$ cat config.mk
export PLATFORM = sky130hd
export DESIGN_NAME = fxp_to_flp_scheduler
export DESIGN_NICKNAME = d
export VERILOG_FILES = /design/src/rtl/fxp_to_flp_scheduler.sv
export SDC_FILE = /design/constraint.sdc
export NUM_CORES = 1
export LEC_CHECK = 0
export ABC_CLOCK_PERIOD_IN_PS = 4200
export BUFFER_PORTS_ARGS = -buffer_cell sky130_fd_sc_hd__buf_2
export CAP_MARGIN = 20
export CELL_PAD_IN_SITES_DETAIL_PLACEMENT = 2
export CELL_PAD_IN_SITES_GLOBAL_PLACEMENT = 2
export CORE_ASPECT_RATIO = 2
export CORE_MARGIN = 2
export CORE_UTILIZATION = 26
export DETAILED_ROUTE_END_ITERATION = 12
export PLACE_DENSITY_LB_ADDON = 0.1
export SYNTH_ARGS = -nofsm -noshare
export SYNTH_HDL_FRONTEND = slang
export SYNTH_SLANG_ARGS = --single-unit
$ cat constraint.sdc
create_clock -name CLK -period 4.2 [get_ports CLK]
set_input_delay 0.42 -clock CLK [delete_from_list [all_inputs] [get_ports CLK]]
set_output_delay 0.42 -clock CLK [all_outputs]
set_load 0.03 [all_outputs]
$ cat src/rtl/fxp_to_flp_scheduler.sv
// fxp_to_flp_scheduler
// Shares one fixed-to-float converter among C_NUM_CH fixed-point requesters.
// A round-robin arbiter picks a requester, holds its operand on the converter
// input, pulses the trigger, then returns the converter result (or a timeout
// abort) tagged with the originating channel.
//
// Ports:
//   CLK, nRST     clock, synchronous active-low reset
//   REQ           per-channel request level (sampled only in IDLE)
//   REQ_DATA      packed operands, channel i at [i*C_FXP_WIDTH +: C_FXP_WIDTH]
//   ACK           one-hot, one-cycle pulse: operand of that channel captured
//   CONV_FXP      registered operand to the converter
//   CONV_TRIGGER  one-cycle converter start pulse
//   CONV_FLP      converter result
//   CONV_VALID    converter result-valid pulse (honoured only in WAIT)
//   RES_VALID     one-cycle result pulse
//   RES_CH        channel of the result
//   RES_DATA      float result, 0 on timeout
//   RES_ZERO      captured operand was exactly zero
//   RES_ERR       result aborted by timeout (qualified by RES_VALID)
//   BUSY          scheduler not idle
//   ERR_TIMEOUT   sticky timeout flag, cleared only by reset
module fxp_to_flp_scheduler #(
   parameter int unsigned C_NUM_CH       = 3,
   parameter int unsigned C_FXP_WIDTH    = 16,
   parameter int unsigned C_FLP_WIDTH    = 32,
   parameter int unsigned C_CONV_TIMEOUT = 15,
   parameter int unsigned C_CH_W         = $clog2(C_NUM_CH)
) (
   input  logic                              CLK,
   input  logic                              nRST,
   input  logic [C_NUM_CH-1:0]               REQ,
   input  logic [C_NUM_CH*C_FXP_WIDTH-1:0]   REQ_DATA,
   output logic [C_NUM_CH-1:0]               ACK,
   output logic [C_FXP_WIDTH-1:0]            CONV_FXP,
   output logic                              CONV_TRIGGER,
   input  logic [C_FLP_WIDTH-1:0]            CONV_FLP,
   input  logic                              CONV_VALID,
   output logic                              RES_VALID,
   output logic [C_CH_W-1:0]                 RES_CH,
   output logic [C_FLP_WIDTH-1:0]            RES_DATA,
   output logic                              RES_ZERO,
   output logic                              RES_ERR,
   output logic                              BUSY,
   output logic                              ERR_TIMEOUT
);

   localparam int unsigned CNT_W = $clog2(C_CONV_TIMEOUT + 1);

   localparam logic [1:0] S_IDLE   = 2'd0;
   localparam logic [1:0] S_LAUNCH = 2'd1;
   localparam logic [1:0] S_WAIT   = 2'd2;
   localparam logic [1:0] S_DONE   = 2'd3;

   logic [1:0]             state_q,       state_d;
   logic [C_CH_W-1:0]      last_grant_q,  last_grant_d;
   logic [CNT_W-1:0]       cnt_q,         cnt_d;
   logic [C_NUM_CH-1:0]    ack_q,         ack_d;
   logic [C_FXP_WIDTH-1:0] conv_fxp_q,    conv_fxp_d;
   logic                   trig_q,        trig_d;
   logic                   res_valid_q,   res_valid_d;
   logic [C_CH_W-1:0]      res_ch_q,      res_ch_d;
   logic [C_FLP_WIDTH-1:0] res_data_q,    res_data_d;
   logic                   res_zero_q,    res_zero_d;
   logic                   res_err_q,     res_err_d;
   logic                   busy_q,        busy_d;
   logic                   err_to_q,      err_to_d;

   logic [C_FXP_WIDTH-1:0] req_op [C_NUM_CH];
   logic                   gnt_found;
   logic [C_CH_W-1:0]      gnt_ch;
   logic [C_CH_W-1:0]      cand_ch;

   // Unpack the flat operand bus into one entry per channel.
   always_comb begin
      for (int unsigned i = 0; i < C_NUM_CH; i++) begin
         req_op[i] = REQ_DATA[i*C_FXP_WIDTH +: C_FXP_WIDTH];
      end
   end

   // Round-robin search starting just after the last granted channel.
   always_comb begin
      gnt_found = 1'b0;
      gnt_ch    = '0;
      cand_ch   = '0;
      for (int unsigned i = 1; i <= C_NUM_CH; i++) begin
         cand_ch = C_CH_W'((32'(last_grant_q) + i) % C_NUM_CH);
         if (!gnt_found && REQ[cand_ch]) begin
            gnt_found = 1'b1;
            gnt_ch    = cand_ch;
         end
      end
   end

   // Next-state and registered-output logic.
   always_comb begin
      state_d      = state_q;
      last_grant_d = last_grant_q;
      cnt_d        = cnt_q;
      ack_d        = '0;
      conv_fxp_d   = conv_fxp_q;
      trig_d       = 1'b0;
      res_valid_d  = 1'b0;
      res_ch_d     = res_ch_q;
      res_data_d   = res_data_q;
      res_zero_d   = res_zero_q;
      res_err_d    = res_err_q;
      err_to_d     = err_to_q;

      case (state_q)
         S_IDLE: begin
            if (gnt_found) begin
               conv_fxp_d   = req_op[gnt_ch];
               ack_d        = C_NUM_CH'(1) << gnt_ch;
               res_ch_d     = gnt_ch;
               res_zero_d   = (req_op[gnt_ch] == '0);
               last_grant_d = gnt_ch;
               trig_d       = 1'b1;
               state_d      = S_LAUNCH;
            end
         end
         S_LAUNCH: begin
            cnt_d   = '0;
            state_d = S_WAIT;
         end
         S_WAIT: begin
            if (CONV_VALID) begin
               res_data_d  = CONV_FLP;
               res_err_d   = 1'b0;
               res_valid_d = 1'b1;
               state_d     = S_DONE;
            end else if (cnt_q == CNT_W'(C_CONV_TIMEOUT)) begin
               res_data_d  = '0;
               res_err_d   = 1'b1;
               err_to_d    = 1'b1;
               res_valid_d = 1'b1;
               state_d     = S_DONE;
            end else begin
               cnt_d = CNT_W'(cnt_q + 1'b1);
            end
         end
         S_DONE: begin
            state_d = S_IDLE;
         end
         default: begin
            state_d = S_IDLE;
         end
      endcase

      busy_d = (state_d != S_IDLE);
   end

   // State and output registers; last_grant resets so channel 0 wins first.
   always_ff @(posedge CLK) begin
      if (!nRST) begin
         state_q      <= S_IDLE;
         last_grant_q <= C_CH_W'(C_NUM_CH - 1);
         cnt_q        <= '0;
         ack_q        <= '0;
         conv_fxp_q   <= '0;
         trig_q       <= 1'b0;
         res_valid_q  <= 1'b0;
         res_ch_q     <= '0;
         res_data_q   <= '0;
         res_zero_q   <= 1'b0;
         res_err_q    <= 1'b0;
         busy_q       <= 1'b0;
         err_to_q     <= 1'b0;
      end else begin
         state_q      <= state_d;
         last_grant_q <= last_grant_d;
         cnt_q        <= cnt_d;
         ack_q        <= ack_d;
         conv_fxp_q   <= conv_fxp_d;
         trig_q       <= trig_d;
         res_valid_q  <= res_valid_d;
         res_ch_q     <= res_ch_d;
         res_data_q   <= res_data_d;
         res_zero_q   <= res_zero_d;
         res_err_q    <= res_err_d;
         busy_q       <= busy_d;
         err_to_q     <= err_to_d;
      end
   end

   assign ACK          = ack_q;
   assign CONV_FXP     = conv_fxp_q;
   assign CONV_TRIGGER = trig_q;
   assign RES_VALID    = res_valid_q;
   assign RES_CH       = res_ch_q;
   assign RES_DATA     = res_data_q;
   assign RES_ZERO     = res_zero_q;
   assign RES_ERR      = res_err_q;
   assign BUSY         = busy_q;
   assign ERR_TIMEOUT  = err_to_q;

endmodule

== Word level (Yosys, flattened, before mapping) ==
Index checks and enable logic that the tools add are counted.
Word-level totals
  flip-flop bits (word level): 67
  output and inout port bits: 59
  word-level logic and storage cells: 78
Operators by class
  add/sub/neg operators: 4
  div/mod/pow operators: 3
  $lt $le $gt $ge: 4
  eq/ne operators: 6
  shift-type cells: 1
  multiplexer cells: 29
  bitwise logic cells: 2
  reduce and logical (&&, ||, !) cells: 16
Operators by type and width (count)
  $mod 32x2->32 const B: 3
  $mux 32: 2
  $bmux 16 s2: 1
  $mux 16: 2
  $logic_not 16->1: 1
  $mux 2: 6
  $mux 1: 11
  $lt 2x3->1 const B: 3
  $reduce_and 3->1: 3
  $mux 4: 2
  $pmux 2 s4: 1
  $pmux 4 s2: 1
  $reduce_and 2->1: 4
  $add 2x2->3 const B: 2
  $bmux 1 s2: 3
  $reduce_bool 2->1: 3
  $add 4x1->4 const B: 1
  $eq 2x2->1 const B: 2
  $eq 4x4->1 const B: 1
  $ne 2x2->1 const B: 2
  $add 2x1->3 const B: 1
  $ge 3x3->1 const B: 1
  $not 2->3: 1
  $shl 1x2->3 const A: 1
  other kinds (5): 7

== Logic depth before layout (Yosys ltp) ==
  depth in word-level cells: 16
  mapped depth: 13
  mapped depth without buffers: 10

== Least setup slack after synthesis ==
OpenSTA, ideal clock, no wires.
  path type: flip-flop to flip-flop
  from: register last_grant_q[0]
  to: register res_zero_q (netlist: RES_ZERO)
  library setup time: 0.084 ns
  data arrival time: 2.628 ns
  required time: 4.116 ns
  slack: 1.488 ns
  cell stages (with the launch flop): 13
  buffers on the path: 2
  clock period less this slack: 2.712 ns
  path through: dfxtp_1 > inv_1 > ha_1 > buf_2 > nand3b_1 > o21a_1 > nand3_2 > mux2_4 > buf_6 > a21oi_1 > a21oi_1 > or4_1 > o31ai_2
On the way
  longest elaborated chain between the ends: 16
RTL lines
  from (decl): RTL line 56  | logic [C_CH_W-1:0] last_grant_q, last_grant_d;
  from (signal assigned): RTL line 157  | last_grant_q <= C_CH_W'(C_NUM_CH - 1);
  from (signal assigned): RTL line 171  | last_grant_q <= last_grant_d;
  $add 2x1->3: RTL line 87  | cand_ch = C_CH_W'((32'(last_grant_q) + i) % C_NUM_CH);
  $mod 32x2->32: RTL line 87
  $bmux 1 s2: RTL line 88  | if (!gnt_found && REQ[cand_ch]) begin
  $mux 1 (not written as such): RTL line 88
  $mux 1: RTL line 88
  $logic_not 1->1: RTL line 88
  $logic_and 1x1->1: RTL line 88
  $mux 1: RTL line 88
  $logic_not 1->1: RTL line 88
  $logic_and 1x1->1: RTL line 88
  $mux 2: RTL line 88
  $not 2->3 (not written as such): RTL line 116  | res_zero_d = (req_op[gnt_ch] == '0);
  $bmux 16 s2: RTL line 116
  $mux 16 (not written as such) (2 in a row): RTL line 116
  $logic_not 16->1: RTL line 116
  to (signal assigned): RTL line 179  | res_zero_q <= res_zero_d;
  to (decl): RTL line 64  | logic res_zero_q, res_zero_d;
Several ways; a longest one is shown, not always the timed one. The select of a mux whose other input is x is not followed.
A chain may end at the register's enable or synchronous reset.

== Worst setup path in the final report ==
Same ends and word-level chain as after synthesis.

==> flow_metrics.py <==
metrics = {
    "global_route": {
        "busiest_layer": "met2",
        "grt_use_total_pct": 19.7,
        "grt_max_degree": 57,
        "grt_pass1_wl_mm": 18.9,
        "use_met2_pct": 39.1,
        "grtUsageMet1_pct": 17.7,
        "antenna_found_initial": 0,
        "grtUsageMet3_pct": 4.76,
        "grt-ovfl-total": 0,
        "grt_pass1_vias": 3671,
    },
    "layout": {
        "final_util_pct": 36.3,
        "syn_to_final_growth_pct": 37.8,
        "fin_area_sq_um": 4220,
        "drive_above_1_share_pct": 32.5,
        "finalNetCount": 625,
        "n_antenna_cell": 0,
        "instances_no_fill": 680,
        "nFillCells": 1443,
    },
    "placement": {
        "post-place-cells": 664,
        "port_buffers": 144,
        "place.gp.congestion": 0.827,
        "dp_slack_ns": 1.10,
        "placement.cell_area_sq_um": 3890,
        "dpl.hpwl_mm": 9.22,
    },
    "sta": {
        "period_minus_slack_ns": 3.16,
        "drv_slew": 0,
        "rsz0062_at_grt": "false",
        "slew_headroom_pct": 39.2,
        "tightest_slew_ns": 0.911,
        "fmax_mhz": 316,
        "finalCritPeriodShare_pct": 75.3,
        "setup_ws_ns": 1.04,
        "report.final.setup_viol": 0,
        "final.setup.tns_ns": 0,
        "hold_viol": 0,
        "finClkSkew_ns": 0.00960,
    },
    "die": {
        "die_width_um": 80.7,
        "io_pins": 145,
        "initial_core_util_pct": 26.3,
        "rows": 56,
        "fp.dieH_um": 157,
        "core_sq_um": 11600,
        "die-area_sq_um": 12700,
    },
    "setup_path": {
        "cp.required_ns": 4.45,
        "end_kind": "flip-flop",
        "worst-setup-path-type": "flip-flop to flip-flop",
        "crit_chain": "inv_1, ha_1, nand3b_1, o21a_1, nand2_1, o22a_1, nor3_1, a31oi_1, or4_1, o31ai_2",
        "crit_path_start_kind": "flip-flop",
        "critPathSlowestCell": "o22a_1",
        "cp_max_fo": 25,
        "cp.arrival_ns": 3.42,
        "slowest_delay_ns": 0.55,
    },
    "drt": {
        "finalWirelength_mm": 12.3,
        "first_iter_violations": 83,
        "vias": 3388,
        "routedWlPerCell_um": 18.1,
        "vias_per_cell": 4.98,
        "drc": 0,
        "ant_nets": 0,
        "firstDrtPassIters": 3,
    },
    "synthesis": {
        "synth.area.mux_share_pct": 3.48,
        "synthFlopType": "dfxtp_1",
        "syn_area_per_cell_sq_um": 7.71,
        "synth-edff-count": 0,
        "async_flop_share_pct": 0,
        "ys_seq_area_share_pct": 43.2,
        "ys_seq_elements": 66,
        "netlist_area_sq_um": 3060,
        "synthAdderAreaFrac_pct": 3.68,
        "synth_simple_gate_area_share_pct": 25.6,
        "synth_cell_types": 41,
        "synthXorXnorAreaFrac_pct": 0,
        "synth_compound_area_share_pct": 18.8,
        "yosysWarnings": 0,
        "synth_top_family_by_area": "simple AND/OR/NAND/NOR gates",
        "synthesis.nets": 492,
        "syn-instance-count": 397,
    },
    "power_and_ir_drop": {
        "powerDensity_nw_per_um2": 744,
        "ir_drop_uv": 277,
        "leakagePower_nw": 1.95,
    },
    "cts": {
        "cts-resized-gates": 0,
        "clockBufferDepth": 2,
        "cts_buffers": 9,
        "cts_tree": "yes",
        "clk_latency_ns": 0.34,
        "post_cts_buffers": 0,
        "cts.sinks": 66,
        "cts.clk_slew.worst_paths_ns": 0.06,
        "htree_levels": 3,
        "hold_buffers": 0,
        "root_buffer": "clkbuf_16",
    },
    "worst_hold_path": {
        "min_path_type": "input port to flip-flop",
    },
    "status": {
        "outcome": "finished, final reports clean",
    },
    "flow_run": {
        "drv_cap": 0,
    },
}
[power breakdown]
| part | leakage [nW] | switching [W] | internal (W) |
|---|---|---|---|
| clock network | 0.160 | 0.000297 | 0.000540 |
| registers | 0.538 | 0.0000574 | 0.000749 |
| logic | 1.25 | 0.00101 | 0.000482 |
[registers in the layout (all words and copies together) (netlist names)]
signal        count
RES_VALID         1
BUSY              1
cnt_q             4
RES_ERR           1
RES_ZERO          1
RES_CH            1
ERR_TIMEOUT       1
state_q           2
ACK               3
CONV_FXP         16
last_grant_q      2
CONV_TRIGGER      1
RES_DATA         32
[synth_stat cells (all sizes together) (2+ instances only)]
master,count,area share [%]
a21oi,64,10
a311oi,7,2.0
nand3,34,5.7
mux2,2,0.86
clkbuf,23,2.8
o31ai,3,0.90
nand3b,3,0.74
nand2,73,9.0
a31oi,3,0.61
mux2i,8,2.6
nor2b,2,0.41
nor2,39,4.8
a211oi,2,0.49
dfxtp,66,43
o21ai,12,2.1
o21a,2,0.53
inv,8,0.98
ha,9,3.7
and3,3,0.61
or4,6,1.5
and2,3,0.61
nor3,9,1.5
buf,7,1.6
[cell usage in the layout, fill, tap and decap left out, types with 2 or more instances in the layout]
cell type and instances:
a211oi_1 2, a21oi_1 64, a311oi_1 7, a31oi_1 3
and2_1 3, and3_1 3, buf_2 144, buf_4 8
bufinv_16 2, clkbuf_16 9, clkinv_4 2, dfxtp_1 66
ha_1 9, inv_1 7, mux2i_1 8, nand2_1 73
nand3_1 33, nand3b_1 3, nor2_1 39, nor2b_1 2
nor3_1 9, o21ai_0 10, o31ai_1 2, or4_1 6
[per-layer routing]
metal	share of wire, %	wire length (um)
met1	34	4170
met2	57	7010
met3	5.3	652
met4	3.6	442
met5	0	0
[area by class of cell]
type                    count  area, sq um  area share, %
clock inverters             5         86.3           2.05
well taps                 145          181           4.30
inverters                   8         30.0          0.712
clock buffers              11          243           5.75
repair buffers            152          781           18.5
flip-flops and latches     66         1320           31.3
multi-input cells         293         1580           37.3
[cell families (layout without fill, tap and decap cells)]
logic type / Yosys count / count (layout)
flops: 66 / 66
fa+ha+maj: 9 / 9
buf+inv: 38 / 176
mux: 10 / 10
compound gates: 99 / 99
simple gates: 175 / 175
[through the flow]
stage / hold WS, ns / power [W]
finish: 0.321 / 0.00314
global route: 0.313 / 0.00337
CTS: 0.310 / 0.00320
detailed placement: 0.447 / 0.00232
global placement: 0.440 / 0.00228
floorplan: 0.472 / 0.00185
[critical path: cells and delay by family, from the launching register on]
kind | cells | cell delay, ns
adders and majority gates | 1 | 0.42
buffers and inverters | 1 | 0.10
AOI/OAI and AO/OA | 4 | 1.05
and+or+nand+nor | 4 | 1.13
DFF | 1 | 0.37
[worst paths after layout]
| check | to | depth (start not counted) | from | slack [ns] |
|---|---|---|---|---|
| hold reg to reg | RES_ERR | 2 | RES_ERR | 0.45 |
| setup reg to reg | RES_ZERO | 10 | last_grant_q[0] | 1.04 |
| setup / recovery | RES_ZERO | 10 | last_grant_q[0] | 1.04 |
| hold / removal | RES_DATA[17] | 3 | CONV_FLP[17] | 0.32 |
(Power assumes the default switching activity.)
